`src/rtl/adder_pkg.sv`:
```
// rtl/adder_pkg.sv - shared helpers and op encoding for the pipelined adder/subtractor
package adder_pkg;

  localparam logic OP_ADD = 1'b0;
  localparam logic OP_SUB = 1'b1;

  function automatic int seg_width(input int n, input int stages);
    return (n + stages - 1) / stages;
  endfunction

endpackage

```
`src/rtl/adder_seg.sv`:
```
// rtl/adder_seg.sv - combinational W-bit carry segment used by each pipeline stage
module adder_seg #(
  parameter int W = 5
) (
  input  logic [W-1:0] x,
  input  logic [W-1:0] y,
  input  logic         cin,
  output logic [W-1:0] s,
  output logic         cout
);

  assign {cout, s} = {1'b0, x} + {1'b0, y} + {{W{1'b0}}, cin};

endmodule

```
`src/rtl/adder_pipe_nbit.sv`:
```
// rtl/adder_pipe_nbit.sv - STAGES-deep pipelined N-bit adder/subtractor with valid/ready; ADDER_PIPE_OVF_EN adds signed overflow output ovf
module adder_pipe_nbit
  import adder_pkg::*;
#(
  parameter int N      = 10,
  parameter int STAGES = 2
) (
  input  logic         clk,
  input  logic         reset,
  input  logic [N-1:0] a,
  input  logic [N-1:0] b,
  input  logic         sub,
  input  logic         in_valid,
  output logic         in_ready,
  output logic [N:0]   sum,
  output logic         out_valid,
`ifdef ADDER_PIPE_OVF_EN
  output logic         ovf,
`endif
  input  logic         out_ready
);

  localparam int W = seg_width(N, STAGES);

  logic [STAGES-1:0]        vld_q;
  logic [STAGES-1:0]        op_q;
  logic [STAGES-1:0]        carry_q;
  logic [STAGES-1:0]        carry_d;
  logic [STAGES-1:0][N-1:0] a_q;
  logic [STAGES-1:0][N-1:0] bp_q;
  logic [STAGES-1:0][N-1:0] res_q;
  logic [STAGES-1:0][N-1:0] res_d;
  logic [N-1:0]             bp_in;
  logic                     unused_skew;

  assign bp_in = (sub == OP_SUB) ? ~b : b;

  for (genvar k = 0; k < STAGES; k++) begin : g_stage
    localparam int LO = k * W;
    localparam int HI = (LO + W > N) ? N - 1 : LO + W - 1;

    logic [N-1:0] src_res;
    logic         src_c;

    if (k == 0) begin : g_head
      assign src_res = '0;
      assign src_c   = (sub == OP_SUB);
    end else begin : g_body
      assign src_res = res_q[k-1];
      assign src_c   = carry_q[k-1];
    end

    if (LO < N) begin : g_seg
      localparam int           SW   = HI - LO + 1;
      localparam logic [N-1:0] ONES = '1;
      localparam logic [N-1:0] MASK = (ONES >> (N - SW)) << LO;

      logic [SW-1:0] x;
      logic [SW-1:0] y;
      logic [SW-1:0] s;
      logic          cout;

      if (k == 0) begin : g_in
        assign x = a[HI:LO];
        assign y = bp_in[HI:LO];
      end else begin : g_skew
        assign x = a_q[k-1][HI:LO];
        assign y = bp_q[k-1][HI:LO];
      end

      adder_seg #(.W(SW)) u_seg (
        .x    (x),
        .y    (y),
        .cin  (src_c),
        .s    (s),
        .cout (cout)
      );

      assign res_d[k]   = (src_res & ~MASK) | (N'(s) << LO);
      assign carry_d[k] = cout;
    end else begin : g_pass
      // Segment lies wholly above N: nothing to add, carry rides through.
      assign res_d[k]   = src_res;
      assign carry_d[k] = src_c;
    end
  end

  assign out_valid = vld_q[STAGES-1];
  assign in_ready  = !(out_valid && !out_ready);
  assign sum       = {carry_q[STAGES-1] ^ op_q[STAGES-1], res_q[STAGES-1]};

  always_ff @(posedge clk or posedge reset) begin
    if (reset) begin
      vld_q   <= '0;
      op_q    <= '0;
      carry_q <= '0;
      a_q     <= '0;
      bp_q    <= '0;
      res_q   <= '0;
    end else if (in_ready) begin
      for (int k = 0; k < STAGES; k++) begin
        if (k == 0) begin
          vld_q[0] <= in_valid;
          op_q[0]  <= sub;
          a_q[0]   <= a;
          bp_q[0]  <= bp_in;
        end else begin
          vld_q[k] <= vld_q[k-1];
          op_q[k]  <= op_q[k-1];
          a_q[k]   <= a_q[k-1];
          bp_q[k]  <= bp_q[k-1];
        end
        res_q[k]   <= res_d[k];
        carry_q[k] <= carry_d[k];
      end
    end
  end

`ifdef ADDER_PIPE_OVF_EN
  // With B' = ~B for subtract, both cases reduce to: same-sign operands, result sign differs.
  assign ovf = (a_q[STAGES-1][N-1] == bp_q[STAGES-1][N-1]) &&
               (res_q[STAGES-1][N-1] != a_q[STAGES-1][N-1]);
`endif

  assign unused_skew = ^{a_q, bp_q};

endmodule
```
`config.mk`:
```
export PLATFORM = sky130hd
export DESIGN_NAME = adder_pipe_nbit
export DESIGN_NICKNAME = d
export VERILOG_FILES = /design/src/rtl/adder_pkg.sv /design/src/rtl/adder_seg.sv /design/src/rtl/adder_pipe_nbit.sv
export SDC_FILE = /design/constraint.sdc
export NUM_CORES = 1
export LEC_CHECK = 0
export BUFFER_PORTS_ARGS = -buffer_cell sky130_fd_sc_hd__buf_2
export CORE_MARGIN = 2
export CORE_UTILIZATION = 50
export DETAILED_ROUTE_END_ITERATION = 8
export GPL_ROUTABILITY_DRIVEN = 0
export GPL_TIMING_DRIVEN = 1
export PLACE_DENSITY = 0.81
export REMOVE_ABC_BUFFERS = 1
export SKIP_LAST_GASP = 1
export SLEW_MARGIN = 30
export SYNTH_ARGS = -nofsm -noshare
export SYNTH_HDL_FRONTEND = slang
export SYNTH_SLANG_ARGS = --single-unit
```
`constraint.sdc`:
```
create_clock -name clk -period 3 [get_ports clk]
set_input_delay 0.6 -clock clk [delete_from_list [all_inputs] [get_ports clk]]
set_output_delay 0.6 -clock clk [all_outputs]
set_load 0.05 [all_outputs]
```
==> flow_metrics.py, run 1 <==
metrics = {
    "die": {
        "floorplan.core_area_mm2": 0.00300,
        "fp-row-count": 20,
        "design.portCount": 38,
        "die_boundary_height_um": 59.8,
        "die_area_mm2": 0.00357,
        "initial_core_util": 0.518,
        "die_width_um": 59.8,
    },
    "logic_synthesis": {
        "synth_top_cell_by_area": "sky130_fd_sc_hd__dfrtp_1",
        "synthCells": 162,
        "syn_area_per_cell_um2": 9.60,
        "ys_warn_count": 0,
        "yosys.area.top_type_share": 0.499,
        "synth_seq_cells": 31,
        "synth_top_cells_by_area": "sky130_fd_sc_hd__dfrtp_1 50%, sky130_fd_sc_hd__nand2_1 13%, sky130_fd_sc_hd__ha_1 6.4%",
        "netlist_area_mm2": 0.00156,
        "synth.lib_cells_used.distinct": 24,
        "synth.yosys.seq_area_share": 0.499,
    },
    "layout": {
        "n_fill_cell": 284,
        "layout_common_cells": "53 x sky130_fd_sc_hd__nand2_1, 37 x sky130_fd_sc_hd__buf_2, 31 x sky130_fd_sc_hd__dfrtp_1",
        "final_core_util": 0.602,
        "mostFrequentLayoutCell": "sky130_fd_sc_hd__nand2_1",
        "postLayoutCellArea_mm2": 0.00181,
        "insertedDiodeCount": 0,
        "seqCellArea_um2": 776,
        "layout_nets": 237,
        "synthToLayoutAreaGrowth_pct": 16.3,
        "multi_input_logic_area_um2": 727,
        "drive_above_1_share": 0.235,
    },
    "clock_tree": {
        "cts_hold_repair.buffers": 0,
        "cts_setup_buffers": 0,
        "tritoncts_clock_tree": "yes",
        "clock_sink_count": 31,
        "clk_latency_ns": 0.32,
        "htree_levels": 2,
        "clk_pin_slew_ns": 0.09,
        "cts_buffer_depth": 2,
        "cts-root-buf": "sky130_fd_sc_hd__clkbuf_4",
        "cts_made_buffers": 5,
        "cts_resized": 0,
    },
    "route": {
        "via_count": 1164,
        "post-route-drc-count": 0,
        "ant_nets": 0,
        "drt_first_pass_iters": 4,
        "drtIter0Drc": 30,
        "route.detailed.vias_per_inst": 5.00,
        "average_routed_wire_per_standard_cell_um": 11.1,
        "total_length_of_routed_wires_um": 2590,
    },
    "setup_path": {
        "critical_path.max_fanout": 28,
        "crit_path_end_kind": "primary output",
        "required_arrival_time_at_the_worst_endpoint_ns": 2.40,
        "setup.worst_path.start_class": "flop",
        "path_class": "reg -> out",
        "data_arrival_time_of_the_critical_path_ns": 1.54,
    },
    "job": {
        "max-cap-violations": 0,
    },
    "sta": {
        "timing_worst_slew_pin_value_ns": 0.440,
        "finalHoldWorstSlack_ns": 0.339,
        "fin_setup_tns_ns": 0,
        "grt_setup_unrepaired": "false",
        "min_period_over_period": 0.713,
        "slew_viol_final": 0,
        "min_tclk_post_route_ns": 2.14,
        "timing_hold_violations_final": 0,
        "clock.fmax_ghz": 0.467,
        "total_of_endpoints_with_negative_setup_slack_in_the_final_report": 0,
        "timing.slew.headroom": 0.706,
        "worst_clock_skew_ns": 0.00384,
        "final.setup.worst_slack_ns": 0.860,
    },
    "placement": {
        "place_ws_ns": 0.758,
        "dpl.hpwl_um": 1920,
        "place_area_mm2": 0.00177,
        "port_buffers": 37,
    },
    "global_route": {
        "grt_overflow": 0,
        "global_route.usage.total": 0.175,
        "gr-usage-met2": 0.297,
        "global_route_wire_length_before_repair_um": 4550,
        "grt_use_met3": 0.0714,
        "globalRoute.busiestLayer": "met2",
        "number_of_antenna_violations_at_the_first_check_in_global_routing": 0,
        "pin_count_of_the_biggest_net_entering_global_routing": 37,
        "global_route.usage.met1": 0.199,
        "vias_in_the_first_global_route": 1107,
    },
    "power_and_ir_drop": {
        "ir_drop_mv": 0.305,
        "leakage_power_uw": 0.000946,
        "cellPowerDensity_mw_per_mm2": 755,
    },
    "hold_path": {
        "holdCritPathClass": "in -> async",
    },
    "run_status": {
        "outcome": "complete, no violations",
    },
}
[Yosys cell counts]
master	instances
sky130_fd_sc_hd__a21oi_1	5
sky130_fd_sc_hd__a31o_1	2
sky130_fd_sc_hd__nand2_1	53
sky130_fd_sc_hd__a211oi_1	1
sky130_fd_sc_hd__nor2b_1	2
sky130_fd_sc_hd__ha_1	8
sky130_fd_sc_hd__o21ai_0	14
sky130_fd_sc_hd__nor2_1	3
sky130_fd_sc_hd__inv_1	5
sky130_fd_sc_hd__and2_1	1
sky130_fd_sc_hd__mux2_4	1
sky130_fd_sc_hd__dfrtp_1	31
sky130_fd_sc_hd__buf_2	5
sky130_fd_sc_hd__a21o_1	3
sky130_fd_sc_hd__inv_2	1
sky130_fd_sc_hd__o21a_1	1
sky130_fd_sc_hd__clkbuf_1	2
sky130_fd_sc_hd__nand2b_1	1
sky130_fd_sc_hd__xnor2_1	8
sky130_fd_sc_hd__nor3_1	1
sky130_fd_sc_hd__xor2_1	8
sky130_fd_sc_hd__fa_1	3
sky130_fd_sc_hd__nand4_1	1
sky130_fd_sc_hd__or3_1	2
[metal layers]
layer | part of all wire | vias to the layer above
li1 | - | 594
met1 | 0.44 | 540
met2 | 0.49 | 25
met3 | 0.053 | 5
met4 | 0.016 | 0
met5 | 0 | -
[critical path, stage by stage (launching register included)]
cell,delay [ns]
sky130_fd_sc_hd__dfrtp_1,0.38
sky130_fd_sc_hd__nor2b_2,0.16
sky130_fd_sc_hd__inv_2,0.33
sky130_fd_sc_hd__buf_2,0.35
[cells by family (layout without fill, tap and decap cells)]
| logic type | Yosys count | in the layout | synth area share |
|---|---|---|---|
| buffers and inverters | 13 | 51 | 0.0354 |
| adder cells (fa/ha/maj) | 11 | 11 | 0.103 |
| XOR/XNOR | 16 | 16 | 0.0901 |
| flip-flops | 31 | 31 | 0.499 |
| AND/OR/NAND/NOR | 64 | 64 | 0.167 |
| AO/OA/AOI/OAI | 26 | 26 | 0.0965 |
| multiplexers | 1 | 1 | 0.00965 |
[report_power, final]
| part | switching [uW] | internal, uW | total (uW) |
|---|---|---|---|
| Sequential | 54.0 | 525 | 579 |
| Clock | 126 | 83.1 | 209 |
| Combinational | 402 | 175 | 577 |
| Total | 582 | 783 | 1370 |
[flip-flops by register name, summed over array words and instances, names as in the netlist]
signal           cells
a_q                  5
op_q                 2
carry_q              2
vld_q                2
sum                 10
g_stage.src_res      5
bp_q                 5
[stage by stage]
stage               power [uW]  std cells
CTS                       1380        233
floorplan                 1030        155
global placement          1160        227
global route              1470        233
finish                    1370        233
detailed placement        1170        227
[worst paths after layout]
path / startpoint / end / slack, ns / depth (start not counted)
worst max-delay path: vld_q[1] / in_ready / 0.86 / 3
worst min-delay path: reset / vld_q[1] / 0.34 / 3
worst max register to register: bp_q[5] / sum[9] / 1.17 / 8
worst min register to register: vld_q[0] / vld_q[1] / 0.46 / 1
max in group asynchronous: reset / sum[3] / 2.38 / 3
min in group clk: vld_q[0] / vld_q[1] / 0.46 / 1
[layout make-up]
type                    instances  area share
well taps                      33      0.0228
multi-input cells             118       0.402
inverters                       6      0.0125
clock buffers                   6      0.0228
repair buffers                 39       0.111
flip-flops and latches         31       0.429
Note: power is estimated with default switching activity, not from simulation.
==> inputs of run 2 (changes only) <==
==> constraint.sdc (replaced) <==
create_clock -name clk -period 2.1 [get_ports clk]
set_input_delay 0.42 -clock clk [delete_from_list [all_inputs] [get_ports clk]]
set_output_delay 0.42 -clock clk [all_outputs]
set_load 0.05 [all_outputs]
==> flow_metrics.py, run 2 (synthesized netlist as in run 1, its figures left out) <==
metrics = {
    "setup_path": {
        "timing.critical_path.cells": "inv_1 > fa_1 > inv_1 > fa_1 > a21o_1 > a21oi_1 > xor2_1 > o21ai_0",
        "critical_path_buffer_and_inverter_count": 2,
        "path_delay_family": "adder cells",
        "setup.worst_path.start_class": "flop",
        "data_arrival_time_of_the_critical_path_ns": 2.04,
        "r2r_setup_slk_ns": 0.26,
        "required_arrival_time_at_the_worst_endpoint_ns": 2.31,
        "path_class": "reg -> reg",
        "critPathMaxStageDelay_ns": 0.40,
        "cell_with_the_biggest_individual_delay_on_the_critical_path": "sky130_fd_sc_hd__fa_1",
        "worstRegToRegCells": 8,
        "critical_path.reg2reg.startpoint": "bp_q[5]",
        "critical_path.max_fanout": 2,
        "crit_path_end_kind": "flop",
        "r2r-end": "sum[9]",
    },
    "clock_tree": {
        "cts-root-buf": "sky130_fd_sc_hd__clkbuf_4",
        "clk_pin_slew_ns": 0.09,
        "cts_resized": 0,
        "clock_sink_count": 31,
        "clk_latency_ns": 0.33,
        "tritoncts_clock_tree": "yes",
        "cts_made_buffers": 5,
        "cts_hold_repair.buffers": 0,
        "cts_buffer_depth": 2,
        "htree_levels": 2,
        "cts_setup_buffers": 0,
    },
    "sta": {
        "timing_hold_violations_final": 0,
        "min_period_over_period": 0.875,
        "total_of_endpoints_with_negative_setup_slack_in_the_final_report": 0,
        "worst_clock_skew_ns": 0.00190,
        "timing_worst_slew_pin_value_ns": 0.381,
        "grt_setup_unrepaired": "false",
        "timing.slew.headroom": 0.746,
        "min_tclk_post_route_ns": 1.84,
        "final.setup.worst_slack_ns": 0.263,
        "slew_viol_final": 0,
        "fin_setup_tns_ns": 0,
        "clock.fmax_ghz": 0.544,
    },
    "route": {
        "post-route-drc-count": 0,
        "route.detailed.vias_per_inst": 4.90,
        "average_routed_wire_per_standard_cell_um": 11.1,
        "via_count": 1162,
        "total_length_of_routed_wires_um": 2640,
        "drtIter0Drc": 38,
        "drt_first_pass_iters": 4,
        "ant_nets": 0,
    },
    "hold_path": {
        "holdCritPathClass": "in -> async",
    },
    "layout": {
        "drive_above_1_share": 0.250,
        "layout_nets": 239,
        "largest_register_ff_count": 10,
        "layout_common_cells": "53 x sky130_fd_sc_hd__nand2_1, 37 x sky130_fd_sc_hd__buf_2, 31 x sky130_fd_sc_hd__dfrtp_1",
        "mostFrequentLayoutCell": "sky130_fd_sc_hd__nand2_1",
        "n_fill_cell": 265,
        "synthToLayoutAreaGrowth_pct": 19.0,
        "insertedDiodeCount": 0,
        "instances_no_fill": 237,
    },
    "placement": {
        "place_ws_ns": 0.110,
        "dpl.hpwl_um": 1950,
        "placed_cells": 229,
        "port_buffers": 37,
    },
    "job": {
        "max-cap-violations": 0,
    },
    "global_route": {
        "pin_count_of_the_biggest_net_entering_global_routing": 37,
        "grt_overflow": 0,
        "global_route.usage.total": 0.180,
        "vias_in_the_first_global_route": 1065,
        "global_route_wire_length_before_repair_um": 4640,
        "number_of_antenna_violations_at_the_first_check_in_global_routing": 0,
    },
    "die": {
        "floorplan.core_area_mm2": 0.00300,
        "die_boundary_height_um": 59.8,
        "design.portCount": 38,
        "initial_core_util": 0.518,
        "die_area_mm2": 0.00357,
        "die_width_um": 59.8,
        "fp-row-count": 20,
    },
    "power_and_ir_drop": {
        "ir_drop_mv": 0.538,
        "leakage_power_uw": 0.000970,
        "cellPowerDensity_mw_per_mm2": 1110,
    },
    "run_status": {
        "outcome": "complete, no violations",
    },
}
==> run 2: routing by layer <==
metal  vias up  routed length [um]  track usage
met5         -                   0            0
met4         0                  38       0.0571
met3         5                 172       0.0693
met2        27                1250        0.276
met1       527                1180        0.235
li1        603                   -            -
==> run 2: how the worst max path moves through the flow <==
stage          slack (ns)  startpoint                     to  cells after the start
2_1_floorplan       -0.83    vld_q[1]             carry_q[1]                      4
3_3_place_gp         0.13         sub  g_stage[1].src_res[4]                      7
3_5_place_dp         0.11         sub  g_stage[1].src_res[4]                      7
4_1_cts              0.26     bp_q[5]                 sum[9]                      8
5_1_grt              0.12     bp_q[5]                 sum[9]                      8
6_report             0.26     bp_q[5]                 sum[9]                      8
==> run 2: layout make-up <==
| type | count | area, um2 | area share |
|---|---|---|---|
| flip-flops and latches | 31 | 776 | 0.419 |
| multi-input cells | 118 | 727 | 0.393 |
| repair buffers | 41 | 215 | 0.116 |
| clock buffers | 8 | 68.8 | 0.0372 |
| well taps | 33 | 41.3 | 0.0223 |
| inverters | 6 | 22.5 | 0.0122 |
==> run 2: worst min-delay path, stage by stage <==
cell	delay [ns]
sky130_fd_sc_hd__buf_2	0.09
sky130_fd_sc_hd__inv_1	0.04
sky130_fd_sc_hd__buf_4	0.34
==> run 2: where the power goes <==
| part | switching, uW | internal, uW | leakage, uW |
|---|---|---|---|
| Combinational | 577 | 255 | 0.000561 |
| Clock | 196 | 197 | 0.0000386 |
| Sequential | 78.8 | 750 | 0.000370 |
==> run 2: stage by stage <==
step / hold WS, ns / util / total power (uW) / area, um2
floorplan: 0.430 / - / 1480 / 1520
global placement: 0.440 / 0.593 / 1660 / 1780
detailed placement: 0.448 / 0.593 / 1690 / 1780
CTS: 0.151 / 0.616 / 2070 / 1850
global route: 0.168 / 0.616 / 2190 / 1850
finish: 0.146 / 0.616 / 2050 / 1850
